### src/rtl/cache_arbiter_pkg.sv
// rtl/cache_arbiter_pkg.sv - shared types for the cache memory-port arbiter
package arbiter_types;

  typedef enum logic [1:0] {
    IDLE,
    SERVE_I,
    SERVE_D,
    COOL
  } arb_state_t;

  typedef enum logic {
    GRANT_I,
    GRANT_D
  } arb_grant_t;

endpackage

### src/rtl/cache_arbiter_if.sv
// rtl/cache_arbiter_if.sv - cache-side and memory-side bus bundle for the arbiter
interface cache_arbiter_if #(
  parameter int LINE_WIDTH = 256,
  parameter int ADDR_WIDTH = 32
);

  logic                  i_read;
  logic [ADDR_WIDTH-1:0] i_address;
  logic [LINE_WIDTH-1:0] i_rdata;
  logic                  i_resp;

  logic                  d_read;
  logic                  d_write;
  logic [ADDR_WIDTH-1:0] d_address;
  logic [LINE_WIDTH-1:0] d_wdata;
  logic [LINE_WIDTH-1:0] d_rdata;
  logic                  d_resp;

  logic                  mem_read;
  logic                  mem_write;
  logic [ADDR_WIDTH-1:0] mem_address;
  logic [LINE_WIDTH-1:0] mem_wdata;
  logic [LINE_WIDTH-1:0] mem_rdata;
  logic                  mem_resp;

  // Arbiter view: requests and memory completions come in, strobes and fills go out.
  modport slave (
    input  i_read, i_address, d_read, d_write, d_address, d_wdata, mem_rdata, mem_resp,
    output i_rdata, i_resp, d_rdata, d_resp, mem_read, mem_write, mem_address, mem_wdata
  );

  // Environment view: the two caches plus the memory model.
  modport master (
    output i_read, i_address, d_read, d_write, d_address, d_wdata, mem_rdata, mem_resp,
    input  i_rdata, i_resp, d_rdata, d_resp, mem_read, mem_write, mem_address, mem_wdata
  );

endinterface

### src/rtl/cache_arbiter_pick.sv
// rtl/cache_arbiter_pick.sv - combinational requester picker for the arbiter
module arb_pick
  import arbiter_types::*;
#(
  parameter bit RR_FAIR = 1'b1
) (
  input  logic       i_req,
  input  logic       d_req,
  input  arb_grant_t last_grant,
  output logic       grant_valid,
  output arb_grant_t grant
);

  // Lone requester always wins; on contention either alternate or favour the D-cache.
  always_comb begin
    grant_valid = i_req | d_req;
    grant       = GRANT_D;
    if (i_req && d_req) begin
      if (RR_FAIR) begin
        grant = (last_grant == GRANT_D) ? GRANT_I : GRANT_D;
      end
    end else if (i_req) begin
      grant = GRANT_I;
    end
  end

endmodule

### src/rtl/cache_arbiter.sv
// rtl/cache_arbiter.sv - shares one memory port between I-cache and D-cache
module cache_arbiter
  import arbiter_types::*;
#(
  parameter int LINE_WIDTH = 256,
  parameter int ADDR_WIDTH = 32,
  parameter bit RR_FAIR    = 1'b1
) (
  input  logic            clk,
  input  logic            rst,
  cache_arbiter_if.slave  bus
);

  arb_state_t            state_q;
  arb_state_t            state_d;
  arb_grant_t            last_grant_q;
  arb_grant_t            grant;
  logic                  grant_valid;
  logic                  d_req;
  logic [ADDR_WIDTH-1:0] addr_q;
  logic [LINE_WIDTH-1:0] wdata_q;
  logic                  write_q;
  logic                  mem_read_c;
  logic                  mem_write_c;
  logic                  i_resp_c;
  logic                  d_resp_c;

  // A D-cache read and write together is illegal upstream; the write wins.
  assign d_req = bus.d_read | bus.d_write;

  arb_pick #(.RR_FAIR(RR_FAIR)) u_pick (
    .i_req       (bus.i_read),
    .d_req       (d_req),
    .last_grant  (last_grant_q),
    .grant_valid (grant_valid),
    .grant       (grant)
  );

  // State register; reset abandons any in-flight transaction.
  always_ff @(posedge clk or negedge rst) begin
    if (!rst) begin
      state_q <= IDLE;
    end else begin
      state_q <= state_d;
    end
  end

  // Capture the granted request and remember who was served last.
  always_ff @(posedge clk or negedge rst) begin
    if (!rst) begin
      last_grant_q <= GRANT_D;
      addr_q       <= '0;
      wdata_q      <= '0;
      write_q      <= 1'b0;
    end else begin
      if (state_q == IDLE && grant_valid) begin
        if (grant == GRANT_I) begin
          addr_q  <= bus.i_address;
          write_q <= 1'b0;
        end else begin
          addr_q  <= bus.d_address;
          wdata_q <= bus.d_wdata;
          write_q <= bus.d_write;
        end
      end
      if (bus.mem_resp && (state_q == SERVE_I || state_q == SERVE_D)) begin
        last_grant_q <= (state_q == SERVE_I) ? GRANT_I : GRANT_D;
      end
    end
  end

  // Next state plus strobes and responses; mem_resp only counts while serving.
  always_comb begin
    state_d     = state_q;
    mem_read_c  = 1'b0;
    mem_write_c = 1'b0;
    i_resp_c    = 1'b0;
    d_resp_c    = 1'b0;
    case (state_q)
      IDLE: begin
        if (grant_valid) begin
          state_d = (grant == GRANT_I) ? SERVE_I : SERVE_D;
        end
      end
      SERVE_I: begin
        mem_read_c  = ~write_q;
        mem_write_c = write_q;
        if (bus.mem_resp) begin
          i_resp_c = 1'b1;
          state_d  = COOL;
        end
      end
      SERVE_D: begin
        mem_read_c  = ~write_q;
        mem_write_c = write_q;
        if (bus.mem_resp) begin
          d_resp_c = 1'b1;
          state_d  = COOL;
        end
      end
      COOL: begin
        state_d = IDLE;
      end
      default: begin
        state_d = IDLE;
      end
    endcase
  end

  assign bus.mem_read    = mem_read_c;
  assign bus.mem_write   = mem_write_c;
  assign bus.mem_address = addr_q;
  assign bus.mem_wdata   = wdata_q;
  assign bus.i_resp      = i_resp_c;
  assign bus.d_resp      = d_resp_c;
  // Fill data goes to both caches; only the matching resp qualifies it.
  assign bus.i_rdata     = bus.mem_rdata;
  assign bus.d_rdata     = bus.mem_rdata;

  // Upstream protocol checks: no simultaneous D read/write, requests held while served.
  a_d_rw_excl : assert property (@(posedge clk) disable iff (!rst)
    !(bus.d_read && bus.d_write));
  a_i_held : assert property (@(posedge clk) disable iff (!rst)
    (state_q == SERVE_I) |-> bus.i_read);
  a_d_held : assert property (@(posedge clk) disable iff (!rst)
    (state_q == SERVE_D) |-> d_req);

endmodule
### src/flat_wrapper.sv
// flat-port wrapper written by rule: the top's interface ports become plain ports
module cache_arbiter_flat import arbiter_types::*;
#(
  parameter int LINE_WIDTH = 256,
  parameter int ADDR_WIDTH = 32,
  parameter bit RR_FAIR    = 1'b1
)
  (clk, rst, bus_i_read, bus_i_address, bus_d_read, bus_d_write, bus_d_address, bus_d_wdata, bus_mem_rdata, bus_mem_resp, bus_i_rdata, bus_i_resp, bus_d_rdata, bus_d_resp, bus_mem_read, bus_mem_write, bus_mem_address, bus_mem_wdata);
  cache_arbiter_if #(.LINE_WIDTH(LINE_WIDTH), .ADDR_WIDTH(ADDR_WIDTH)) bus_i ();
  input  logic clk;
  input  logic rst;
  input wire logic [$bits(bus_i.i_read)-1:0] bus_i_read;
  input wire logic [$bits(bus_i.i_address)-1:0] bus_i_address;
  input wire logic [$bits(bus_i.d_read)-1:0] bus_d_read;
  input wire logic [$bits(bus_i.d_write)-1:0] bus_d_write;
  input wire logic [$bits(bus_i.d_address)-1:0] bus_d_address;
  input wire logic [$bits(bus_i.d_wdata)-1:0] bus_d_wdata;
  input wire logic [$bits(bus_i.mem_rdata)-1:0] bus_mem_rdata;
  input wire logic [$bits(bus_i.mem_resp)-1:0] bus_mem_resp;
  output wire logic [$bits(bus_i.i_rdata)-1:0] bus_i_rdata;
  output wire logic [$bits(bus_i.i_resp)-1:0] bus_i_resp;
  output wire logic [$bits(bus_i.d_rdata)-1:0] bus_d_rdata;
  output wire logic [$bits(bus_i.d_resp)-1:0] bus_d_resp;
  output wire logic [$bits(bus_i.mem_read)-1:0] bus_mem_read;
  output wire logic [$bits(bus_i.mem_write)-1:0] bus_mem_write;
  output wire logic [$bits(bus_i.mem_address)-1:0] bus_mem_address;
  output wire logic [$bits(bus_i.mem_wdata)-1:0] bus_mem_wdata;
  assign bus_i.i_read = bus_i_read;
  assign bus_i.i_address = bus_i_address;
  assign bus_i.d_read = bus_d_read;
  assign bus_i.d_write = bus_d_write;
  assign bus_i.d_address = bus_d_address;
  assign bus_i.d_wdata = bus_d_wdata;
  assign bus_i.mem_rdata = bus_mem_rdata;
  assign bus_i.mem_resp = bus_mem_resp;
  assign bus_i_rdata = bus_i.i_rdata;
  assign bus_i_resp = bus_i.i_resp;
  assign bus_d_rdata = bus_i.d_rdata;
  assign bus_d_resp = bus_i.d_resp;
  assign bus_mem_read = bus_i.mem_read;
  assign bus_mem_write = bus_i.mem_write;
  assign bus_mem_address = bus_i.mem_address;
  assign bus_mem_wdata = bus_i.mem_wdata;
  cache_arbiter #(.LINE_WIDTH(LINE_WIDTH), .ADDR_WIDTH(ADDR_WIDTH), .RR_FAIR(RR_FAIR)) u_core (.clk(clk), .rst(rst), .bus(bus_i));
endmodule
### config.mk
export PLATFORM = sky130hd
export DESIGN_NAME = cache_arbiter_flat
export DESIGN_NICKNAME = d
export VERILOG_FILES = /design/src/rtl/cache_arbiter_pkg.sv /design/src/rtl/cache_arbiter_if.sv /design/src/rtl/cache_arbiter_pick.sv /design/src/rtl/cache_arbiter.sv /design/src/flat_wrapper.sv
export SDC_FILE = /design/constraint.sdc
export NUM_CORES = 1
export LEC_CHECK = 0
export CAP_MARGIN = 20
export CORE_AREA = 4 4 531 533
export CTS_CLUSTER_SIZE = 14
export DETAILED_ROUTE_END_ITERATION = 10
export DIE_AREA = 0 0 535 537
export PLACE_DENSITY = 0.3
export SYNTH_ARGS = -nofsm -noshare
export SYNTH_HDL_FRONTEND = slang
export SYNTH_SLANG_ARGS = --single-unit
### constraint.sdc
create_clock -name clk -period 2.5 [get_ports clk]
set_clock_uncertainty 0.1 [all_clocks]
set_input_delay 0.5 -clock clk [delete_from_list [all_inputs] [get_ports clk]]
set_output_delay 0.5 -clock clk [all_outputs]
set_load 0.05 [all_outputs]
* After elaboration in Yosys (flattened, before gate mapping)
Index checks and enable logic that the tools add are counted.
** Cells by class
- Multiplexer cells :: 15
- Bitwise operators :: 3
- Equal/unequal tests :: 5
- Reductions and logical operators :: 8
** Operators with widths (count)
- 32-bit two-way mux :: 1
- 1-bit two-way mux :: 10
- 2-bit two-way mux :: 3
- 2-bit case mux with 3 select lines :: 1
- 2-bit == test (second input constant) :: 2
- 2-bit by 1-bit inequality test with 1-bit output (second input constant) :: 2
- 2-bit AND reduction :: 2
- 1-bit logical AND :: 3
- 2-bit by 1-bit == test with 1-bit output (second input constant) :: 1
- 2-bit logical NOT :: 1
- 1-bit bitwise OR :: 2
- 2-bit OR reduction :: 1
- 1-bit logical OR :: 1
- 1-bit NOT :: 1
** Storage, ports and cells
- Register bits :: 292
- Word-level logic and storage cells :: 36

* Longest topological paths before layout
- Depth in word-level cells :: 6
- Depth in mapped cells :: 7
- Depth with buffers taken out :: 5

* Hierarchy
A second synthesis with hierarchy kept.
** Second synthesis, totals
- Cells, all modules :: 1226
- Area, all modules :: 16295.6 sq um
** By module, submodules not included
- cache_arbiter :: area an instance 16280.6 sq um, cells each 1223, seq. area each 7308.3 sq um, times used 1
- arb_pick :: area an instance 15.0 sq um, cells each 3, seq. area each 0.0 sq um, times used 1

* Worst setup path before layout
OpenSTA, ideal clock, no wires.
- Path kind :: reg2out
- Start point :: reg u_core.state_q[0]
- End point :: out bus_mem_read
- Arrival :: 1.442 ns
- Path buffers :: 0
- Stages on the path, launching flop included :: 4
- Slack :: 0.458 ns
- Data required time :: 1.900 ns
- Path through :: dfrtp_1 -> inv_1 -> ha_1 -> nor2b_1
** Between the ends
- Longest elaborated chain between the ends :: 3
- Elaborated cells between the ends (all ways) :: 4
** Ends and longest elaborated chain
- start: declaration :: RTL line cache_arbiter.sv:14 : arb_state_t state_q;
- start signal: assignment :: RTL line cache_arbiter.sv:44 : state_q <= state_d;
- 2-bit == test / 2-bit by 1-bit == test with 1-bit output (equally long branches) :: RTL line cache_arbiter.sv:79 : case (state_q)
- 2-bit OR reduction (no source line) *
- 1-bit two-way mux *
- end: declaration :: RTL line flat_wrapper.sv:24 : output wire logic [$bits(bus_i.mem_read)-1:0] bus_mem_read;
Every way passes the cells marked *; elsewhere a longest branch is shown, timed or not.

* Final worst setup path
- Start point :: reg u_core.wdata_q[43], in the netlist u_core.bus.mem_wdata[43]
- End point :: out bus_mem_wdata[43]
** RTL lines
- start: declaration :: RTL line cache_arbiter.sv:21 : logic [LINE_WIDTH-1:0] wdata_q;
- start signal: assignment :: RTL line cache_arbiter.sv:62 : wdata_q <= bus.d_wdata;
- end: declaration :: RTL line flat_wrapper.sv:27 : output wire logic [$bits(bus_i.mem_wdata)-1:0] bus_mem_wdata;
No word-level cell between the ends.

==> results by stage <==
Worst setup path:
- The worst setup path is launched from a flip-flop.
- The arrival time reported for the critical path endpoint is 1.82 ns.
- The cell class contributing the biggest share of worst-path delay is buffers and inverters.
- In this run the worst setup path terminates at bus_mem_wdata[43].
- The signal on the critical path passes through clkdlybuf4s50_1.
- The maximum cell stage delay along the critical path is approximately 0.9 ns.
- The number of buffers and inverters on the critical path is 1.
- The beginning of the worst register-to-register path is u_core.last_grant_q$_DFFE_PN1P_.
- The worst setup path is captured at an output port.
- The number of stages on the worst setup path is 1.
- The category of the critical setup timing path is reg -> out.
- The destination of the worst register-to-register timing path is u_core.bus.mem_wdata[20]$_DFFE_PN0P_.
- The highest-delay cell along the critical path is sky130_fd_sc_hd__clkdlybuf4s50_1.
- Data on the critical path is required at its endpoint by about 1.9 ns.
- The largest fanout on the critical path is 2.
- The worst register-to-register path has a setup slack of ~0.52 ns.
- The worst register-to-register path has a depth of 5.
- The startpoint of the most critical setup path is u_core.bus.mem_wdata[43]$_DFFE_PN0P_.

Global routing:
- The initial antenna violation count is 10.
- The via count of the first global-routing pass is between 10,000 and 15,000.
- The pin count of the biggest net entering global routing is 53.
- For this run, the total global-route usage over all layers was measured as 8.63%.
- The global-route wire length before repair is between 150,000 and 200,000 µm.
- The total overflow reported by the global router is 0.

Place:
- The post-place setup slack is -0.00462 ns.
- Input and output buffers added on the ports amount to between 600 and 700.
- After legalization and detailed placement, the total HPWL measured around 120,000 µm.
- The routability-driven placement congestion ratio is 0.798.
- The cell area after placement is between 20,000 and 25,000 µm².

Pwr:
- IR analysis of the VDD net gives a maximum drop of ~0.38 mV.
- The analysis attributes to cell leakage a power of roughly 9.5 nW.
- The cell area power density is 1500 nW/µm².
- Total power for the finished layout comes to roughly 37 mW.

Synthesis:
- The flip-flop and latch count after synthesis is around 300.
- The count of yosys warnings during synthesis is 0.
- A synthesized cell averages around 13 µm².
- The cell type with the highest aggregate area in the netlist is sky130_fd_sc_hd__dfrtp_1.
- The gate count after technology mapping is about 1,300.
- The netlist area before placement is 16,400 µm².
- The distinct cell type count after synthesis is 31.
- The total nets after synthesis is around 1,900.
- The portion of the post-synthesis area used by sequential elements is 44.5%.
- Yosys attributes the largest share of cell area to sky130_fd_sc_hd__dfrtp_1, sky130_fd_sc_hd__buf_4, sky130_fd_sc_hd__mux2_4.
- The area fraction of the dominant cell type after synthesis is 44.3%.

Detailed routing:
- The number of optimization iterations in the first detailed-route pass is 4.
- The detail route stage leaves a number of antenna-violating nets equal to 0.
- In this run, the number of DRC markers left after iteration 0 of detailed routing was roughly 330.
- The mean routed wirelength per cell is ~25 µm.
- Using the TritonRoute via totals, the vias-per-cell ratio works out to 1.93.
- The total wire length after detailed routing is 131,000 µm.
- The residual DRC count is 0.
- Summing over every cut layer, the via total after detailed routing is slightly below 10,000.

Clocking:
- The total clock buffers created by CTS is 41.
- The H-tree depth is 2.
- The clock tree from TritonCTS is yes.
- Clock tree synthesis selected as its root buffer the cell sky130_fd_sc_hd__clkbuf_16.
- The maximum buffer depth of the clock tree is 3.
- The clock net in this run drives a total of 292 sinks.
- Clock-pin slew was measured on the worst setup and hold paths at roughly 0.060 ns.
- The insertion delay of the later-clocked pin in the worst-skew pair is 0.59 ns.

Layout:
- Cells fill a little under 9% of the core in the end.
- Leaving out fill and tap cells, the most frequent cells in the layout are sky130_fd_sc_hd__clkdlybuf4s50_1, sky130_fd_sc_hd__dfrtp_1, sky130_fd_sc_hd__mux2_4.
- In the final layout, the share of cells above drive strength 1 is between 30% and 40%.
- The most common library cell in the layout ignoring fill and taps is sky130_fd_sc_hd__clkdlybuf4s50_1.
- The post-synthesis to final-layout area growth is 49.4%.
- The count of fill cells added during filler insertion is 31,900.
- The post-layout net count is 2,000.
- The total non-filler cell area in the finished layout is approximately 25,000 µm².

Outcome:
- The run finished with clean final reports.

STA:
- The hold violation total from the final report came to 0.
- The slew at the pin with the worst max-slew slack is 0.674 ns.
- The final max-slew violation count came to 0.
- After layout, the worst path uses between 90% and 100% of the clock period.
- In this run the tightest slew margin relative to its limit is between 50% and 60%.
- The final critical-path required period is about 2.4 ns.
- Setup slack closes at between 0.08 and 0.09 ns.
- Timing would allow up to around 410 MHz.
- Setup violations remaining at the end of the flow were counted as 0.
- Setup repair after global routing left no endpoint under its margin.

Flow run:
- The total of max-cap violations is 0.

Die:
- The overall die area is between 200,000 and 300,000 µm².
- The die is between 500 and 600 µm tall.
- The initial utilization of the core area, before any placement, comes to roughly 5.9%.
- The I/O pin count is approximately 1,400.
- The core region is approximately 280,000 µm².
- The horizontal die dimension is 535 µm.
- The cell row count is roughly 190.

Worst hold path:
- The worst hold path belongs to the class in -> async.
-- worst min path at each step --
| stage | start | endpoint | slack (ns) | cells after the start |
|---|---|---|---|---|
| 6_report | rst | u_core.bus.mem_wdata[129]$_DFFE_PN0P_ | 0.33 | 2 |
| 5_1_grt | rst | u_core.bus.mem_wdata[129]$_DFFE_PN0P_ | 0.33 | 2 |
| 4_1_cts | rst | u_core.bus.mem_wdata[137]$_DFFE_PN0P_ | 0.29 | 2 |
| 3_5_place_dp | rst | u_core.bus.mem_wdata[139]$_DFFE_PN0P_ | 0.36 | 1 |
| 3_3_place_gp | rst | u_core.bus.mem_wdata[129]$_DFFE_PN0P_ | 0.37 | 1 |
| 2_1_floorplan | rst | u_core.bus.mem_address[0]$_DFFE_PN0P_ | 0.10 | 0 |
-- stage by stage --
step                TNS (ns)  instances  hold WS (ns)
floorplan                  0       1266         0.104
global placement      -0.709       5076         0.368
detailed placement   -0.0173       5076         0.365
CTS                        0       5148         0.291
global route               0       5148         0.331
finish                     0       5151         0.327
-- power breakdown --
| group | switching, mW | total, mW | internal, mW |
|---|---|---|---|
| Clock | 2.49 | 5.87 | 3.37 |
| Sequential | 1.62 | 8.82 | 7.20 |
| Combinational | 13.8 | 22.2 | 8.41 |
-- layout make-up --
type / count / area (µm²) / area share [%]
clock inverter: 12 / 86.3 / 0.352
multi-input combinational: 408 / 4650 / 19.0
inverter: 6 / 25.0 / 0.102
clock buffer: 59 / 1210 / 4.95
timing repair buffer: 666 / 6600 / 26.9
sequential: 292 / 7310 / 29.8
antenna: 3 / 7.51 / 0.0306
tap: 3705 / 4640 / 18.9
-- sequential cells by signal, summed over array words and instances (netlist names) --
register and cells:
u_core.bus.mem_wdata 256, u_core.state_q 2, u_core.last_grant_q 1, u_core.bus.mem_address 32, u_core.write_q 1
-- Yosys cell counts (all sizes together) --
cell type    n
a21bo        1
a21oi        4
a31oi       32
and2         3
buf        548
clkbuf      12
dfrtp      291
dfstp        1
ha           3
inv          6
mux2       256
mux2i        1
nand2        2
nand2b       1
nand3       32
nor2        32
nor2b        1
o21ai       33
o21ba        1
o21bai       1
o221ai       1
o22ai        1
o2bb2ai      1
o31a         1
or4b         1
-- metal layers --
layer | track usage, % | vias up | routed length, µm
met4 | 2.48 | 4 | 3800
li1 | - | 4017 | -
met1 | 5.62 | 4614 | 29400
met2 | 16.0 | 1126 | 68600
met3 | 8.82 | 167 | 29200
met5 | 0.148 | - | 72
-- kinds of logic after synthesis --
kind of cell | share of synthesized area (%)
adders and majority gates | 0.229
and+or+nand+nor | 2.00
muxes | 23.1
DFF | 44.5
AOI/OAI and AO/OA | 2.82
buffers and inverters | 27.4
-- timing repair --
item	CTS	global route
hold buffers	1	0
resized for setup	26	1
buffers inserted	0	0
endpoints found under the hold margin	36	0
endpoints found under the setup margin	24	1
No activity file was read; power rests on OpenSTA's default activity.
